--- config.mk ---
export PLATFORM = sky130hd
export DESIGN_NAME = id_regfile_mp
export DESIGN_NICKNAME = d
export VERILOG_FILES = /design/src/rtl/RV32I_definitions.sv /design/src/rtl/id_regfile_clear_seq.sv /design/src/rtl/id_regfile_mp.sv
export SDC_FILE = /design/constraint.sdc
export NUM_CORES = 1
export LEC_CHECK = 0
export BUFFER_PORTS_ARGS = -buffer_cell sky130_fd_sc_hd__buf_2
export CORE_ASPECT_RATIO = 0.7
export CORE_MARGIN = 5
export CORE_UTILIZATION = 35
export CTS_CLUSTER_DIAMETER = 80
export DETAILED_ROUTE_END_ITERATION = 6
export MAX_ROUTING_LAYER = met4
export SYNTH_ARGS = -nofsm -noshare
export SYNTH_HDL_FRONTEND = slang
export SYNTH_HIERARCHICAL = 1
export SYNTH_SLANG_ARGS = --single-unit
--- constraint.sdc ---
create_clock -name Clk -period 4.2 [get_ports Clk]
set_input_delay 0.21 -clock Clk [delete_from_list [all_inputs] [get_ports Clk]]
set_output_delay 0.21 -clock Clk [all_outputs]
set_load 0.01 [all_outputs]
--- src/rtl/RV32I_definitions.sv ---
// Shared RV32I definitions: regfile clear-FSM state type, default regfile
// geometry and an address range helper.
package RV32I_definitions;

    localparam int REG_DATA_WIDTH_DEF     = 32;
    localparam int REGFILE_ADDR_WIDTH_DEF = 5;
    localparam int REGFILE_DEPTH_DEF      = 32;

    typedef enum logic {
        RF_CLEAR = 1'b0,
        RF_IDLE  = 1'b1
    } regfile_state_t;

    // Range check done in 32 bits so DEPTH == 2**ADDR_WIDTH needs no special case.
    function automatic logic addr_in_range(input logic [31:0] addr, input int unsigned depth);
        return (addr < depth);
    endfunction

endpackage

--- src/rtl/id_regfile_clear_seq.sv ---
// Sequential clear engine for id_regfile_mp: walks every entry once after
// reset or on Clear_req, then parks in RF_IDLE.
module id_regfile_clear_seq
    import RV32I_definitions::*;
#(
    parameter int REGFILE_DEPTH = REGFILE_DEPTH_DEF,
    parameter int CNT_WIDTH     = $clog2(REGFILE_DEPTH)
) (
    input  logic                 Clk,
    input  logic                 Reset_n,
    input  logic                 Clear_req,
    output logic                 Clear_busy,
    output logic [CNT_WIDTH-1:0] clear_addr,
    output regfile_state_t       state
);

    regfile_state_t       state_q, state_d;
    logic [CNT_WIDTH-1:0] cnt_q, cnt_d;
    logic                 busy_q, busy_d;

    always_comb begin
        state_d = state_q;
        cnt_d   = cnt_q;
        case (state_q)
            RF_CLEAR: begin
                // Terminal compare keeps non-power-of-2 depths from wrapping.
                if (cnt_q == CNT_WIDTH'(REGFILE_DEPTH - 1)) begin
                    state_d = RF_IDLE;
                    cnt_d   = '0;
                end else begin
                    cnt_d = cnt_q + 1'b1;
                end
            end
            RF_IDLE: begin
                if (Clear_req) begin
                    state_d = RF_CLEAR;
                    cnt_d   = '0;
                end
            end
            default: begin
                state_d = RF_CLEAR;
                cnt_d   = '0;
            end
        endcase
        busy_d = (state_d == RF_CLEAR);
    end

    always_ff @(posedge Clk or negedge Reset_n) begin
        if (!Reset_n) begin
            state_q <= RF_CLEAR;
            cnt_q   <= '0;
            busy_q  <= 1'b1;
        end else begin
            state_q <= state_d;
            cnt_q   <= cnt_d;
            busy_q  <= busy_d;
        end
    end

    assign Clear_busy = busy_q;
    assign clear_addr = cnt_q;
    assign state      = state_q;

endmodule

--- src/rtl/id_regfile_mp.sv ---
// Multi-read-port ID-stage register file with sequential clear engine.
// Define ID_REGFILE_BYPASS_EN to forward same-cycle writes to matching read ports.
module id_regfile_mp
    import RV32I_definitions::*;
#(
    parameter int REG_DATA_WIDTH     = REG_DATA_WIDTH_DEF,
    parameter int REGFILE_ADDR_WIDTH = REGFILE_ADDR_WIDTH_DEF,
    parameter int REGFILE_DEPTH      = REGFILE_DEPTH_DEF,
    parameter int NUM_RD_PORTS       = 2,
    parameter int ZERO_REG           = 1
) (
    input  logic                                       Clk,
    input  logic                                       Reset_n,
    input  logic [NUM_RD_PORTS*REGFILE_ADDR_WIDTH-1:0] Rs_addr,
    output logic [NUM_RD_PORTS*REG_DATA_WIDTH-1:0]     Rs_data,
    input  logic [REGFILE_ADDR_WIDTH-1:0]              Rd_addr,
    input  logic [REG_DATA_WIDTH-1:0]                  Rd_wr_data,
    input  logic                                       Rd_wr_en,
    output logic                                       Wr_ready,
    input  logic                                       Clear_req,
    output logic                                       Clear_busy
);

    localparam int DW = REG_DATA_WIDTH;
    localparam int AW = REGFILE_ADDR_WIDTH;
    localparam int CW = $clog2(REGFILE_DEPTH);

    logic [DW-1:0]  mem_q [REGFILE_DEPTH];
    logic           busy;
    logic [CW-1:0]  clear_addr;
    regfile_state_t rf_state;

    logic           wr_addr_ok;
    logic           wr_fire;
    logic           mem_we;
    logic [CW-1:0]  mem_waddr;
    logic [DW-1:0]  mem_wdata;

    id_regfile_clear_seq #(
        .REGFILE_DEPTH (REGFILE_DEPTH),
        .CNT_WIDTH     (CW)
    ) u_clear_seq (
        .Clk        (Clk),
        .Reset_n    (Reset_n),
        .Clear_req  (Clear_req),
        .Clear_busy (busy),
        .clear_addr (clear_addr),
        .state      (rf_state)
    );

    assign Clear_busy = busy;
    assign Wr_ready   = !busy;

    assign wr_addr_ok = addr_in_range(32'(Rd_addr), REGFILE_DEPTH)
                        && !((ZERO_REG != 0) && (Rd_addr == '0));
    assign wr_fire    = Rd_wr_en && !busy && wr_addr_ok;

    // Clear steps own the write port; user writes are blocked while clearing anyway.
    always_comb begin
        mem_we    = 1'b0;
        mem_waddr = '0;
        mem_wdata = '0;
        if (rf_state == RF_CLEAR) begin
            mem_we    = 1'b1;
            mem_waddr = clear_addr;
        end else if (wr_fire) begin
            mem_we    = 1'b1;
            mem_waddr = Rd_addr[CW-1:0];
            mem_wdata = Rd_wr_data;
        end
    end

    always_ff @(posedge Clk) begin
        if (mem_we) begin
            mem_q[mem_waddr] <= mem_wdata;
        end
    end

    for (genvar g = 0; g < NUM_RD_PORTS; g++) begin : g_rd
        logic [AW-1:0] ra;
        logic [DW-1:0] rd;

        assign ra = Rs_addr[g*AW +: AW];

        // Masking wins over bypass so x0 and out-of-range ports always read 0.
        always_comb begin
            rd = mem_q[ra[CW-1:0]];
            if (busy || !addr_in_range(32'(ra), REGFILE_DEPTH)
                || ((ZERO_REG != 0) && (ra == '0))) begin
                rd = '0;
            end
`ifdef ID_REGFILE_BYPASS_EN
            else if (wr_fire && (Rd_addr == ra)) begin
                rd = Rd_wr_data;
            end
`else
            else begin
                rd = mem_q[ra[CW-1:0]];
            end
`endif
        end

        assign Rs_data[g*DW +: DW] = rd;
    end

endmodule

==> run metrics, run 1 <==
Total GRT Usage 22.5%; chip height 320 um; Clock Root Buffer clkbuf_16; fin crit share 94.7%; top-level port count around 120; Hold Violations, Final 0; flip-flop cell with the highest count after synthesis edfxtp_1; DRC marker count from the first detailed-route iteration roughly 3,900; share of synthesized registers carrying an async set or reset less than 1%; post-CTS setup-driven buffer insertion count 0; kind of path behind the tightest hold check in -> async; CTS tree built; run status complete, no violations; post-synthesis cell area 0.0481 mm2; power per cell area 468 mW/mm2; worst-case hold slack 0.0335 ns; number of instances resized during post-cts repair 0; global route total overflow 0; layout cell share with drive strength beyond 1 22.7%; worst relative slew slack 14.1%; time the final worst path needs with I/O delays and setup just under 4 ns; slew at the pin closest to its max-slew limit around 1.3 ns; end-of-flow core utilization 40.3%; CP Launch Type flop; maximum number of pins on one net before global-route repair 88; most used routing layer in global routing met1; clock transition at the registers of the reported paths approximately 0.060 ns; number of warnings issued by yosys 6; critical path arrival ~3.8 ns; Post-synth EDFFs about 1,000; Mapped Cells between 2,000 and 3,000; via count of the first global-routing pass 29,400; total count of max-transition violations in the final report 0; Nets 3,057; number of antenna violations at the first check in global routing 5; post-detailed-route DRC marker count 0; met3 capacity usage during global routing under 10%; row cnt approximately 110; met2 layer usage reported by global route between 30% and 40%; die width 453 um; Sinks on Clock Net between 1,000 and 1,500; GP Congestion 0.847; final worst clock skew 0.0283 ns; total core area 0.136 mm2; CTS Buf Count 94; H-tree depth 3; final HPWL from detailed placement ~99 mm; first-pass detailed-route iteration total 5; overall via count from detail_route 30,200; area added between synthesis and finish 14.1%; number of nets with antenna violations after detailed routing 0; RSZ-0062 raised after global routing false; post-detailed-route via-to-cell ratio 6.14; static leakage 19.2 nW; clock tree buffer depth 3; IO buf count 116; worst IR drop on VDD 361 uV; latest clock arrival within the worst-skew pair 0.71 ns; total wirelength of the detailed-routed design 162 mm; routed length per placed instance 32.9 um; Post-Route Setup TNS 0 ns; sequential fraction of the synthesis area 64.3%; WS Path Type reg -> out; global-route wire length before repair 227 mm; number of synthesized register bits 1,031; effective utilization at floorplan 35.3%; Die Footprint 0.145 mm2; average size of a mapped cell 16.8 um2; met1 usage 32.5%; number of failing setup endpoints in the final timing report 0; Cell variety after synth 51; highest fanout seen on the critical path 23; required time at the worst-slack endpoint 3.99 ns; max frequency 0.251 GHz; max-cap check violation count 0; number of nets produced by synthesis 2,923; Critical Path End Type output port
[routing by layer]
layer,wire length (um),up-vias
li1,-,12200
met1,69000,15800
met2,69600,1965
met3,18300,304
met4,5430,0
met5,0,-
[kinds of logic (layout without fill, tap and decap cells)]
kind of cell	Yosys count	count (layout)	share of synthesized area (%)
and+or+nand+nor	398	398	4.28
AOI/OAI and AO/OA	413	413	6.32
xor gates and xnor gates	2	2	0.0364
other	0	5	0
buffers and inverters	231	442	2.50
muxes	791	791	22.5
DFF	1031	1031	64.3
adders and majority gates	3	3	0.0780
[placed cells by master, fill, tap and decap left out, types with 13 or more instances in the layout]
cell type,netlist,final
mux4_2,232,232
buf_4,48,113
nand2_1,75,75
and2_1,36,32
a21oi_1,33,33
a22oi_1,300,300
clkbuf_1,68,14
buf_2,79,111
a31oi_1,31,31
nor2_4,0,37
clkinv_2,0,16
edfxtp_1,1024,1024
clkinv_1,0,22
a22o_1,31,31
buf_12,0,32
bufinv_16,0,13
clkbuf_16,0,96
nand4_1,65,65
mux2i_1,559,559
nand3_1,146,146
[report_power, final]
part | internal (mW) | switching [mW]
Sequential | 12.3 | 0.416
Clock | 4.99 | 3.96
Combinational | 1.35 | 2.65
Total | 18.6 | 7.02
[registers in the layout, summed over array words and instances, names as in the netlist]
register / count
u_clear_seq/Clear_busy: 1
mem_q: 1024
u_clear_seq/clear_addr: 5
u_clear_seq/state: 1
[cells in the mapped netlist (22+ instances only)]
master	n	area share, %
edfxtp_1	1024	64
mux2i_1	559	12
a22oi_1	300	4.7
mux4_2	232	11
nand3_1	146	1.5
buf_2	79	0.82
nand2_1	75	0.59
clkbuf_1	68	0.53
nand4_1	65	0.85
buf_4	48	0.75
nor2_1	42	0.33
and2_1	36	0.47
a21oi_1	33	0.34
a22o_1	31	0.56
a31oi_1	31	0.40
buf_1	22	0.17
[layout make-up]
type,instances,area [um2]
diodes,5,12.5
clock buffers,110,2450
clock inverters,63,659
fillers,12200,81300
inverters,6,22.5
multi-input cells,1607,16400
flip-flops and latches,1031,30900
well taps,1840,2300
repair buffers,263,2130
[metrics by stage]
| step | setup WS (ns) | cells | power (mW) | area [um2] |
|---|---|---|---|---|
| 2_1_floorplan | 0.764 | 2869 | 15.0 | 48100 |
| 3_3_place_gp | 0.899 | 4744 | 16.8 | 51700 |
| 3_5_place_dp | 0.835 | 4744 | 16.9 | 51700 |
| 4_1_cts | 0.310 | 4920 | 25.7 | 54900 |
| 5_1_grt | 0.247 | 4921 | 26.4 | 54900 |
| 6_report | 0.224 | 4925 | 25.7 | 54900 |
[repair_timing]
| action | CTS | global route |
|---|---|---|
| hold buffers | 3 | 0 |
| endpoints found under the setup margin | 0 | 0 |
| hold endpoints to repair | 14 | 0 |
[path summary, 6_finish.rpt]
path | start | to | slack, ns | cells after the start
max in group asynchronous | Reset_n | u_clear_seq/clear_addr[2] | 3.44 | 3
min | Reset_n | u_clear_seq/Clear_busy | 0.03 | 2
min in group Clk | Rd_wr_data[3] | mem_q[31][3] | 0.17 | 3
max | u_clear_seq/Clear_busy | Rs_data[59] | 0.22 | 6
min reg2reg | u_clear_seq/clear_addr[4] | u_clear_seq/clear_addr[4] | 0.61 | 2
max reg2reg | u_clear_seq/Clear_busy | mem_q[13][31] | 0.78 | 5
[worst max-delay path, cell delays in order (launching register included)]
cell and delay [ns]:
dfstp_2 0.50, nor4b_4 1.12, buf_4 0.62, a22o_1 0.20
a31oi_1 0.04, nand4_1 0.34, buf_2 0.22
No activity file was read; power rests on OpenSTA's default activity.
==> run 2: changes to the inputs <==
- CORE_UTILIZATION: 35 -> 41
==> run metrics, run 2 (same netlist as run 1, synthesis figures left out) <==
post-CTS setup-driven buffer insertion count 0; switching power 7.02 mW; CTS Buf Count about 100; number of nets with antenna violations after detailed routing 0; time the final worst path needs with I/O delays and setup 4.01 ns; DRC marker count from the first detailed-route iteration around 4,600; Critical Path End Type output port; area added between synthesis and finish 14.1%; number of failing setup endpoints in the final timing report 0; global-route wire length before repair 233 mm; r2r endpoint mem_q[24][6]; startpoint of the worst hold path Rd_wr_data[6]; GP Congestion slightly above 0.9; Slowest Stage Delay on Critical Path 1.07 ns; Clock Root Buffer clkbuf_16; first-pass detailed-route iteration total 7; worst-case hold slack approximately 0.17 ns; register bank with the most flops mem_q; worst IR drop on VDD 369 uV; Post-Route Setup TNS 0 ns; pre-CTS setup slack 0.855 ns; sequential share of power between 40% and 50%; Register-to-Register Path Depth 5; R2R Setup Slk 0.81 ns; critical-path cell with the highest stage delay nand3b_1; top-level port count between 100 and 150; layout cell share with drive strength beyond 1 23.4%; global route total overflow 0; total core area 0.117 mm2; internal power 18.7 mW; overall via count from detail_route 30,800; post-detailed-route via-to-cell ratio 6.60; capturing element of the worst setup path Rs_data[24]; via count of the first global-routing pass 30,000; latest clock arrival within the worst-skew pair 0.72 ns; power per cell area between 400 and 500 mW/mm2; critical path arrival between 3 and 4 ns; Sw Share 27.3%; maximum number of pins on one net before global-route repair 84; required time at the worst-slack endpoint 3.99 ns; kind of path behind the tightest hold check in -> reg; origin of the critical flop-to-flop path u_clear_seq/Clear_busy; final HPWL from detailed placement 108 mm; effective utilization at floorplan 41.2%; Metal-1 WL 67.3 mm; chip height 297 um; total count of max-transition violations in the final report 0; H-tree depth 3; ordered list of cells on the worst path nand3b_1 > buf_4 > a21oi_1 > nand3_1 > nand4_1 > buf_2; Hold Violations, Final 0; clock tree buffer depth 3; final worst clock skew 0.0297 ns; static leakage roughly 19 nW; Critical Path Start u_clear_seq/Clear_busy; clock transition at the registers of the reported paths around 0.070 ns; number of instances resized during post-cts repair 0; clock network fraction of total power a little over a third; die width 419 um; Sinks on Clock Net 1,031; CP Launch Type flop; worst setup margin 0.188 ns; routed length per placed instance 35.9 um; highest fanout seen on the critical path 11; max frequency 0.249 GHz; max-cap check violation count 0; IO buf count around 120; fin crit share 95.5%; most common cell after layout, fill and taps aside edfxtp_1; Die Footprint 0.124 mm2; top sig layer met4; commonest cells after routing, fill and taps aside edfxtp_1 (1,024), mux2i_1 (559), a22oi_1 (300), mux4_2 (232), nand3_1 (146); post-detailed-route DRC marker count 0; number of fill cells in the layout approximately 9,700; CTS tree built; length of routed met2 wiring 72.2 mm; worst relative slew slack 6.34%; number of flip-flops in the largest register about 1,000; final total power 25.7 mW; run status complete, no violations; count of hold buffers inserted by post-cts repair 4; met3 WL 22.5 mm; number of antenna violations at the first check in global routing 13; RSZ-0062 raised after global routing false; WS Path Type reg -> out; slew at the pin closest to its max-slew limit ~1.4 ns; Total GRT Usage 27.4%; Nets roughly 3,100; portion of total power attributed to combinational logic between 10% and 20%; total wirelength of the detailed-routed design 168 mm; row cnt roughly 110
run 2: cell types whose count changed in the layout (fill, tap and decap cells not counted), moves of 3 or more:
cell | previous run | this run
buf_12 | 32 | 35
clkbuf_8 | 0 | 5
clkinvlp_4 | 5 | 1
clkbuf_1 | 14 | 20
clkbuf_16 | 96 | 102
buf_4 | 113 | 129
bufinv_16 | 13 | 8
clkinv_2 | 16 | 21
run 2: layout make-up:
cell class | count | area [um2] | area share (%)
multi-input cells | 1607 | 16400 | 29.8
clock buffers | 127 | 2700 | 4.92
inverters | 6 | 22.5 | 0.0411
flip-flops and latches | 1031 | 30900 | 56.4
well taps | 1551 | 1940 | 3.54
repair buffers | 283 | 2320 | 4.24
clock inverters | 61 | 567 | 1.03
diodes | 6 | 15.0 | 0.0274
run 2: layer usage:
metal / up-vias / track usage, %
li1: 12300 / -
met4: 0 / 8.45
met1: 16000 / 38.4
met5: - / -
met2: 2219 / 38.7
met3: 333 / 7.94
run 2: through the flow:
step | instances | instance area [um2] | util, %
floorplan | 2869 | 48100 | -
global placement | 4474 | 51500 | 44.1
detailed placement | 4474 | 51500 | 44.1
CTS | 4666 | 54800 | 47.0
global route | 4670 | 54900 | 47.0
finish | 4672 | 54900 | 47.0
run 2: worst min-delay path by stage:
stage / to / depth (start not counted) / slack [ns]
after floorplan: u_clear_seq/clear_addr[0] / 0 / -0.09
after global placement: u_clear_seq/clear_addr[0] / 1 / 0.05
after detailed placement: u_clear_seq/state / 1 / 0.06
after CTS: mem_q[22][6] / 3 / 0.10
after global routing: mem_q[16][8] / 3 / 0.16
final: mem_q[22][6] / 3 / 0.17
run 2: critical path, delay by kind of cell, from the launching register on:
family,cells,cell delay [ns]
and+or+nand+nor,3,1.70
DFF,1,0.46
buffers and inverters,2,0.76
AOI/OAI and AO/OA,1,0.13
run 2: power groups by stage:
stage / Combinational [mW] / Clock [mW] / Sequential (mW)
global placement: 3.81 / 0 / 12.9
floorplan: 2.17 / 0 / 12.8
finish: 3.91 / 9.08 / 12.7
global route: 4.04 / 9.62 / 12.8
CTS: 3.88 / 9.17 / 12.7
detailed placement: 3.86 / 0 / 12.9
